--- src/rtl/digit_serial_addsub.sv ---
`default_nettype none
// ============================================================================
// Module   : digit_serial_addsub
// Brief    : Add/subtract WIDTH-bit operands DIGIT bits per clock through one
//            ripple slice. Valid/ready handshakes on the input and output sides.
// Revision : 1.0
// ============================================================================
module digit_serial_addsub #(
    parameter int WIDTH = 32,
    parameter int DIGIT = 8
) (
    input  logic             clk,
    input  logic             rst,
    input  logic             in_valid,
    output logic             in_ready,
    input  logic [WIDTH-1:0] a,
    input  logic [WIDTH-1:0] b,
    input  logic             cin,
    input  logic             sub,
    output logic             out_valid,
    input  logic             out_ready,
    output logic [WIDTH-1:0] sum,
    output logic             cout,
    output logic             ovf,
    output logic             zero
);

    localparam int c_N  = WIDTH / DIGIT;
    localparam int c_CW = (c_N > 1) ? $clog2(c_N) : 1;
    localparam int c_IW = (WIDTH > 1) ? $clog2(WIDTH) : 1;
    localparam logic [c_CW-1:0] c_LAST = c_CW'(c_N - 1);

    typedef enum logic [1:0] {
        S_IDLE = 2'd0,
        S_RUN  = 2'd1,
        S_DONE = 2'd2
    } state_t;

    state_t            state_q;
    logic [WIDTH-1:0]  a_q, b_q, sum_q;
    logic [c_CW-1:0]   cnt_q;
    logic              carry_q, cout_q, ovf_q, zero_q;
    logic              in_ready_q, out_valid_q;

    logic [c_IW-1:0]   w_base;
    logic [DIGIT-1:0]  w_a_dig, w_b_dig;
    logic [DIGIT:0]    w_slice;
    logic              w_c_msb;
    logic [WIDTH-1:0]  w_sum_d;

    assign w_base  = c_IW'(32'(cnt_q) * 32'(DIGIT));
    assign w_a_dig = a_q[w_base +: DIGIT];
    assign w_b_dig = b_q[w_base +: DIGIT];
    assign w_slice = {1'b0, w_a_dig} + {1'b0, w_b_dig} + {{DIGIT{1'b0}}, carry_q};
    // Carry into the slice MSB, recovered from the MSB sum bit.
    assign w_c_msb = w_a_dig[DIGIT-1] ^ w_b_dig[DIGIT-1] ^ w_slice[DIGIT-1];

    always_comb begin
        w_sum_d = sum_q;
        w_sum_d[w_base +: DIGIT] = w_slice[DIGIT-1:0];
    end

    always_ff @(posedge clk) begin
        if (rst) begin
            state_q     <= S_IDLE;
            a_q         <= '0;
            b_q         <= '0;
            sum_q       <= '0;
            cnt_q       <= '0;
            carry_q     <= 1'b0;
            cout_q      <= 1'b0;
            ovf_q       <= 1'b0;
            zero_q      <= 1'b1;
            in_ready_q  <= 1'b1;
            out_valid_q <= 1'b0;
        end else begin
            case (state_q)
                S_IDLE: begin
                    if (in_valid) begin
                        // Subtraction is A + ~B + 1; borrow-in flips the +1.
                        a_q        <= a;
                        b_q        <= b ^ {WIDTH{sub}};
                        carry_q    <= cin ^ sub;
                        cnt_q      <= '0;
                        in_ready_q <= 1'b0;
                        state_q    <= S_RUN;
                    end
                end
                S_RUN: begin
                    sum_q   <= w_sum_d;
                    carry_q <= w_slice[DIGIT];
                    if (cnt_q == c_LAST) begin
                        cout_q      <= w_slice[DIGIT];
                        ovf_q       <= w_c_msb ^ w_slice[DIGIT];
                        zero_q      <= (w_sum_d == '0);
                        out_valid_q <= 1'b1;
                        state_q     <= S_DONE;
                    end else begin
                        cnt_q <= cnt_q + c_CW'(1);
                    end
                end
                S_DONE: begin
                    if (out_ready) begin
                        out_valid_q <= 1'b0;
                        in_ready_q  <= 1'b1;
                        state_q     <= S_IDLE;
                    end
                end
                default: begin
                    out_valid_q <= 1'b0;
                    in_ready_q  <= 1'b1;
                    state_q     <= S_IDLE;
                end
            endcase
        end
    end

    assign in_ready  = in_ready_q;
    assign out_valid = out_valid_q;
    assign sum       = sum_q;
    assign cout      = cout_q;
    assign ovf       = ovf_q;
    assign zero      = zero_q;

endmodule
`default_nettype wire
--- config.mk ---
export PLATFORM = sky130hd
export DESIGN_NAME = digit_serial_addsub
export DESIGN_NICKNAME = d
export VERILOG_FILES = /design/src/rtl/digit_serial_addsub.sv
export SDC_FILE = /design/constraint.sdc
export NUM_CORES = 1
export LEC_CHECK = 0
export BUFFER_PORTS_ARGS = -buffer_cell sky130_fd_sc_hd__buf_2
export CAP_MARGIN = 20
export CELL_PAD_IN_SITES_DETAIL_PLACEMENT = 0
export CELL_PAD_IN_SITES_GLOBAL_PLACEMENT = 1
export CORE_MARGIN = 2
export CORE_UTILIZATION = 41
export DETAILED_ROUTE_END_ITERATION = 8
export PLACE_DENSITY = 0.82
export SLEW_MARGIN = 20
export SYNTH_ARGS = -nofsm -noshare
export SYNTH_HDL_FRONTEND = slang
export SYNTH_SLANG_ARGS = --single-unit
--- constraint.sdc ---
create_clock -name clk -period 4.4 [get_ports clk]
set_input_delay 0.22 -clock clk [delete_from_list [all_inputs] [get_ports clk]]
set_output_delay 0.22 -clock clk [all_outputs]
set_load 0.05 [all_outputs]
# Word-level counts from Yosys, hierarchy flattened
# Cells that the tools add are included.
[totals]
register_bits = 106
inputBits = 70
[op_classes]
n_addsub = 4
eq_ne = 7
n_shift = 4
n_mux = 16
bitwise = 7
reduce_logical = 10
[ops]
columns = ["operator", "count"]
rows = [
  ["$shiftx A32 B6 Y8", 2],
  ["$bwmux W32", 1],
  ["$logic_not A32 Y1", 1],
  ["$shift A8 B7 Y32 const A", 1],
  ["$shiftx A8 B7 Y32", 1],
  ["$xor A32 B32 Y32", 1],
  ["$reduce_and A3 Y1", 4],
  ["$mux W2", 5],
  ["$add A8 B8 Y9", 1],
  ["$add A9 B1 Y9", 1],
  ["$ne A2 B2 Y1 const B", 4],
  ["$neg A5 Y7", 1],
  ["$pmux W1 S3", 2],
  ["$pmux W2 S3", 1],
  ["$reduce_and A2 Y1", 3],
  ["$mux W1", 5],
  ["$eq A2 B2 Y1 const B", 2],
  ["$pmux W2 S2", 1],
  ["$xor A1 B1 Y1", 4],
  ["$add A2 B1 Y2 const B", 1],
  ["$eq A2 B1 Y1 const B", 1],
  ["$logic_not A2 Y1", 1],
  ["$not A1 Y1", 2],
  ["$pmux W1 S2", 1],
  ["$reduce_bool A2 Y1", 1],
]

# Logic depth before layout (Yosys ltp)
[logic_depth]
ltp_word = 6
mapped_depth = 12
ltp_nobuf = 9

# Worst setup path after synthesis
# No wires, ideal clock.
[synth_timing]
path_type = "register to register"
startpoint = "register cnt_q[0]"
endpoint = "register zero_q (netlist: zero)"
setup_time_ns = 0.061
t_arrival_ns = 3.759
t_required_ns = 4.339
setup_slack_ns = 0.580
path_stages_with_launch = 13
n_path_buf = 3
period_less_slack_ns = 3.820
cell_sequence = "dfxtp_1 clkbuf_1 buf_2 buf_2 mux4_2 fa_1 fa_1 a21o_1 a221oi_4 xnor2_1 or4_1 o21ai_1 a221o_1"
[synth_via]
elab_chain_cells = 6
[synth_rtl]
columns = ["item", "line_no", "text"]
rows = [
  ["start, declared", "41", "logic [c_CW-1:0] cnt_q;"],
  ["start signal, assigned", "99", "cnt_q <= cnt_q + c_CW'(1);"],
  ["$shiftx A32 B6 Y8 (on tied branches)", "52, 53", ""],
  ["$add A8 B8 Y9", "54", "assign w_slice = {1'b0, w_a_dig} + {1'b0, w_b_dig} + {{DIGIT{1'b0}}, carry_q};"],
  ["$add A9 B1 Y9", "54", ""],
  ["$shiftx A8 B7 Y32", "60", "w_sum_d[w_base +: DIGIT] = w_slice[DIGIT-1:0];"],
  ["$bwmux W32", "60", ""],
  ["$logic_not A32 Y1", "95", "zero_q <= (w_sum_d == '0);"],
  ["end signal, assigned", "95", ""],
  ["end, declared", "42", "logic carry_q, cout_q, ovf_q, zero_q;"],
]
# Parallel ways exist; a longest one is shown, timed or not.
# A chain may end at the register's enable or synchronous reset.

# Worst setup path in the final report
# Ends and elaborated chain as after synthesis.

==> impl_metrics.py <==
metrics = {
    "place": {
        "portBuffers": 106,
        "place_congestion": 0.823,
        "hpwl_um": 8800,
        "placed_area_um2": 5510,
    },
    "synth": {
        "synth.avg_cell_area_um2": 9.06,
        "yosysSeqAreaShare": 0.434,
        "synth-seq-cells": 106,
        "ys_top_cells_by_area": "dfxtp_1, mux4_2, xnor2_1",
        "syn_nets": 625,
        "yosysWarnings": 0,
        "syn_area_um2": 4890,
        "synth_top_area_cell": "dfxtp_1",
        "synth_cell_type_count": 40,
        "async_flop_share": 0,
        "synth.top_cell.area_share": 0.434,
        "ys_dominant_reg_cell": "dfxtp_1",
        "netlist_instances": 540,
        "synth_edf_count": 0,
    },
    "power": {
        "switchingPower_mw": 0.635,
        "powerDensity_nw_per_um2": 396,
        "internal_power_mw": 1.68,
        "ir_worst_vdd_mv": 0.179,
        "clock_power_share": 0.374,
        "p_comb_frac": 0.174,
        "power_leakage_nw": 2.37,
        "seq_power_share": 0.452,
        "swShare": 0.275,
    },
    "floorplanning": {
        "die_y_um": 113,
        "start_util": 0.425,
        "io_pins": 107,
        "row_count": 39,
        "die_w_um": 113,
        "core_um2": 11500,
        "die_area_um2": 12800,
    },
    "sta": {
        "setup_tns_ns": 0,
        "fin_crit_sh": 0.821,
        "slew_viol_final": 0,
        "fmax_mhz": 277,
        "tightest_slew_ns": 0.946,
        "rsz0062_at_grt": "no",
        "maxSlewHeadroom": 0.369,
        "post-route-min-period_ns": 3.61,
        "finClkSkew_ns": 0.0103,
        "setup_viol_count_final": 0,
        "finalHoldViolCount": 0,
    },
    "grt": {
        "grt_pass1_wl_um": 19200,
        "grt_antenna_before_repair": 0,
        "grt_use_total": 0.187,
        "grt_pass1_vias": 4014,
        "grt.overflow.total": 0,
        "grt_start_max_net_pins": 67,
    },
    "layout": {
        "drive_above_1_share": 0.235,
        "stdcell_area_um2": 5830,
        "nNetsFinal": 710,
        "multi_input_area_um2": 2620,
        "areaGrowthSynthToFinish_pct": 19.1,
        "nFillCells": 1087,
        "regArea_um2": 2120,
        "layout_common_cells": "dfxtp_1, buf_2, nor2_1, nand2_1, a21oi_1",
        "diodes": 0,
    },
    "setup_path": {
        "crit_buf_inv": 1,
        "cp_slowest_stage_delay_ns": 0.55,
        "worstReg2RegEnd": "zero$_SDFFE_PP1P_",
        "path_class": "register to register",
        "cp.required_ns": 4.68,
        "worst_path_most_repeated_cell": "fa_1",
        "r2r_slack_ns": 0.79,
        "crit_slowest_cell": "or4_1",
        "crit_path_end_kind": "register",
        "crit_chain": "buf_4 > mux4_2 > fa_1 > fa_1 > a21o_1 > a221oi_4 > xnor2_1 > or4_1 > o21ai_1 > a221o_1",
        "path_max_fanout": 28,
        "crit_family": "adder cells",
        "startpoint_type": "register",
        "r2r.worst_path.cells": 10,
        "r2r_start": "cnt_q[0]$_SDFFE_PP0P_",
        "cp.arrival_ns": 3.89,
    },
    "drt": {
        "drc": 6,
        "num_vias": 4060,
        "routed_wirelength_um": 11800,
        "drt_iter0_markers": 177,
        "via_per_inst": 5.25,
        "drt-pass1-iter-count": 7,
        "drtAntennaViolNets": 0,
        "post_drt_wl_per_cell_um": 15.3,
    },
    "clock_network": {
        "numCtsBuffers": 9,
        "htree_levels": 3,
        "hold_buffers": 0,
        "root_buffer": "clkbuf_16",
        "post-cts-setup-buffers": 0,
        "cts_tree": "done",
        "clkLatencyLatePin_ns": 0.34,
        "cts_repair_resize_count": 0,
        "clkTransAtPathRegs_ns": 0.07,
        "cts_buffer_depth": 2,
        "cts.sinks": 106,
    },
    "hold_path": {
        "hold_path_depth": 3,
        "whs_endpoint": "a_q[15]$_SDFFE_PP0P_",
        "hp-start": "a[15]",
        "min_path_type": "primary input to register",
    },
    "run": {
        "max_cap_violations": 0,
    },
    "status": {
        "status": "complete, but fails checks",
        "violations": "design-rule violations",
    },
}
[layer usage]
metal,wire length [um],GRT usage,vias up
li1,-,-,2077
met1,5020,0.226,1885
met2,6130,0.329,90
met3,575,0.0423,8
met4,99,0.0602,0
met5,0,0,-
[power groups by stage]
stage / sequential (mW) / combinational (mW) / clock [mW]
2_1_floorplan: 1.08 / 0.269 / 0
3_3_place_gp: 1.07 / 0.399 / 0
3_5_place_dp: 1.07 / 0.404 / 0
4_1_cts: 1.04 / 0.406 / 0.882
5_1_grt: 1.05 / 0.445 / 0.918
6_report: 1.04 / 0.403 / 0.864
[through the flow]
step	util	std cells	setup WS [ns]	power [mW]	hold WS [ns]
6_report	0.506	773	0.788	2.31	0.109
5_1_grt	0.506	773	0.568	2.41	0.106
2_1_floorplan	-	540	0.580	1.35	0.356
4_1_cts	0.506	773	0.757	2.33	0.0982
3_3_place_gp	0.478	757	0.830	1.46	0.444
3_5_place_dp	0.478	757	0.785	1.47	0.446
[logic make-up after synthesis]
family,count (synthesis),synth area share
AND/OR/NAND/NOR,189,0.164
XOR/XNOR,41,0.0734
buffers and inverters,42,0.0330
flip-flops,106,0.434
multiplexers,16,0.0736
adder cells (fa/ha/maj),15,0.0414
AO/OA/AOI/OAI,131,0.181
[final cells by class]
| type | instances | share of cell area |
|---|---|---|
| inverters | 5 | 0.00322 |
| well taps | 143 | 0.0307 |
| flip-flops and latches | 106 | 0.364 |
| repair buffers | 111 | 0.0974 |
| multi-input cells | 392 | 0.449 |
| clock inverters | 7 | 0.0170 |
| clock buffers | 9 | 0.0386 |
[synthesized netlist by cell type, types with 2 or more instances]
| library cell | count |
|---|---|
| buf_2 | 3 |
| nor3_1 | 5 |
| xnor2_1 | 36 |
| nor2_1 | 80 |
| buf_1 | 6 |
| mux4_2 | 16 |
| ha_1 | 13 |
| o211ai_1 | 2 |
| inv_1 | 5 |
| nand2_1 | 74 |
| a22oi_1 | 31 |
| dfxtp_1 | 106 |
| nand3b_1 | 3 |
| nand3_1 | 4 |
| clkbuf_1 | 28 |
| xor2_1 | 5 |
| o21bai_1 | 2 |
| a211oi_1 | 36 |
| o21ai_0 | 4 |
| nor2b_1 | 3 |
| o22ai_1 | 2 |
| a21o_1 | 3 |
| or4_1 | 2 |
| nand2b_1 | 6 |
| fa_1 | 2 |
| nor4_1 | 5 |
| a21oi_1 | 44 |
| and3_1 | 2 |
[worst register-to-register path, delay by kind of cell (launching register included)]
kind / cells / cell delay, ns
AO/OA/AOI/OAI: 4 / 0.78
XOR/XNOR: 1 / 0.20
adder cells (fa/ha/maj): 2 / 0.87
buffers and inverters: 1 / 0.39
flip-flops: 1 / 0.36
multiplexers: 1 / 0.41
AND/OR/NAND/NOR: 1 / 0.55
[state kept, by name, summed over array words and instances (netlist names)]
signal / flops
state_q: 2
ovf: 1
sum: 32
b_q: 32
zero: 1
out_valid: 1
cnt_q: 2
cout: 1
carry_q: 1
in_ready: 1
a_q: 32
[worst max-delay path by stage]
stage                          start                end  slack (ns)  cells after the start
6_report       cnt_q[0]$_SDFFE_PP0P_  zero$_SDFFE_PP1P_        0.79                     10
5_1_grt        cnt_q[0]$_SDFFE_PP0P_  zero$_SDFFE_PP1P_        0.57                     10
4_1_cts        cnt_q[0]$_SDFFE_PP0P_  zero$_SDFFE_PP1P_        0.76                     10
3_5_place_dp   cnt_q[0]$_SDFFE_PP0P_  zero$_SDFFE_PP1P_        0.78                     10
3_3_place_gp   cnt_q[0]$_SDFFE_PP0P_  zero$_SDFFE_PP1P_        0.83                     10
2_1_floorplan  cnt_q[0]$_SDFFE_PP0P_  zero$_SDFFE_PP1P_        0.58                     12
No activity file was read; power rests on OpenSTA's default activity.
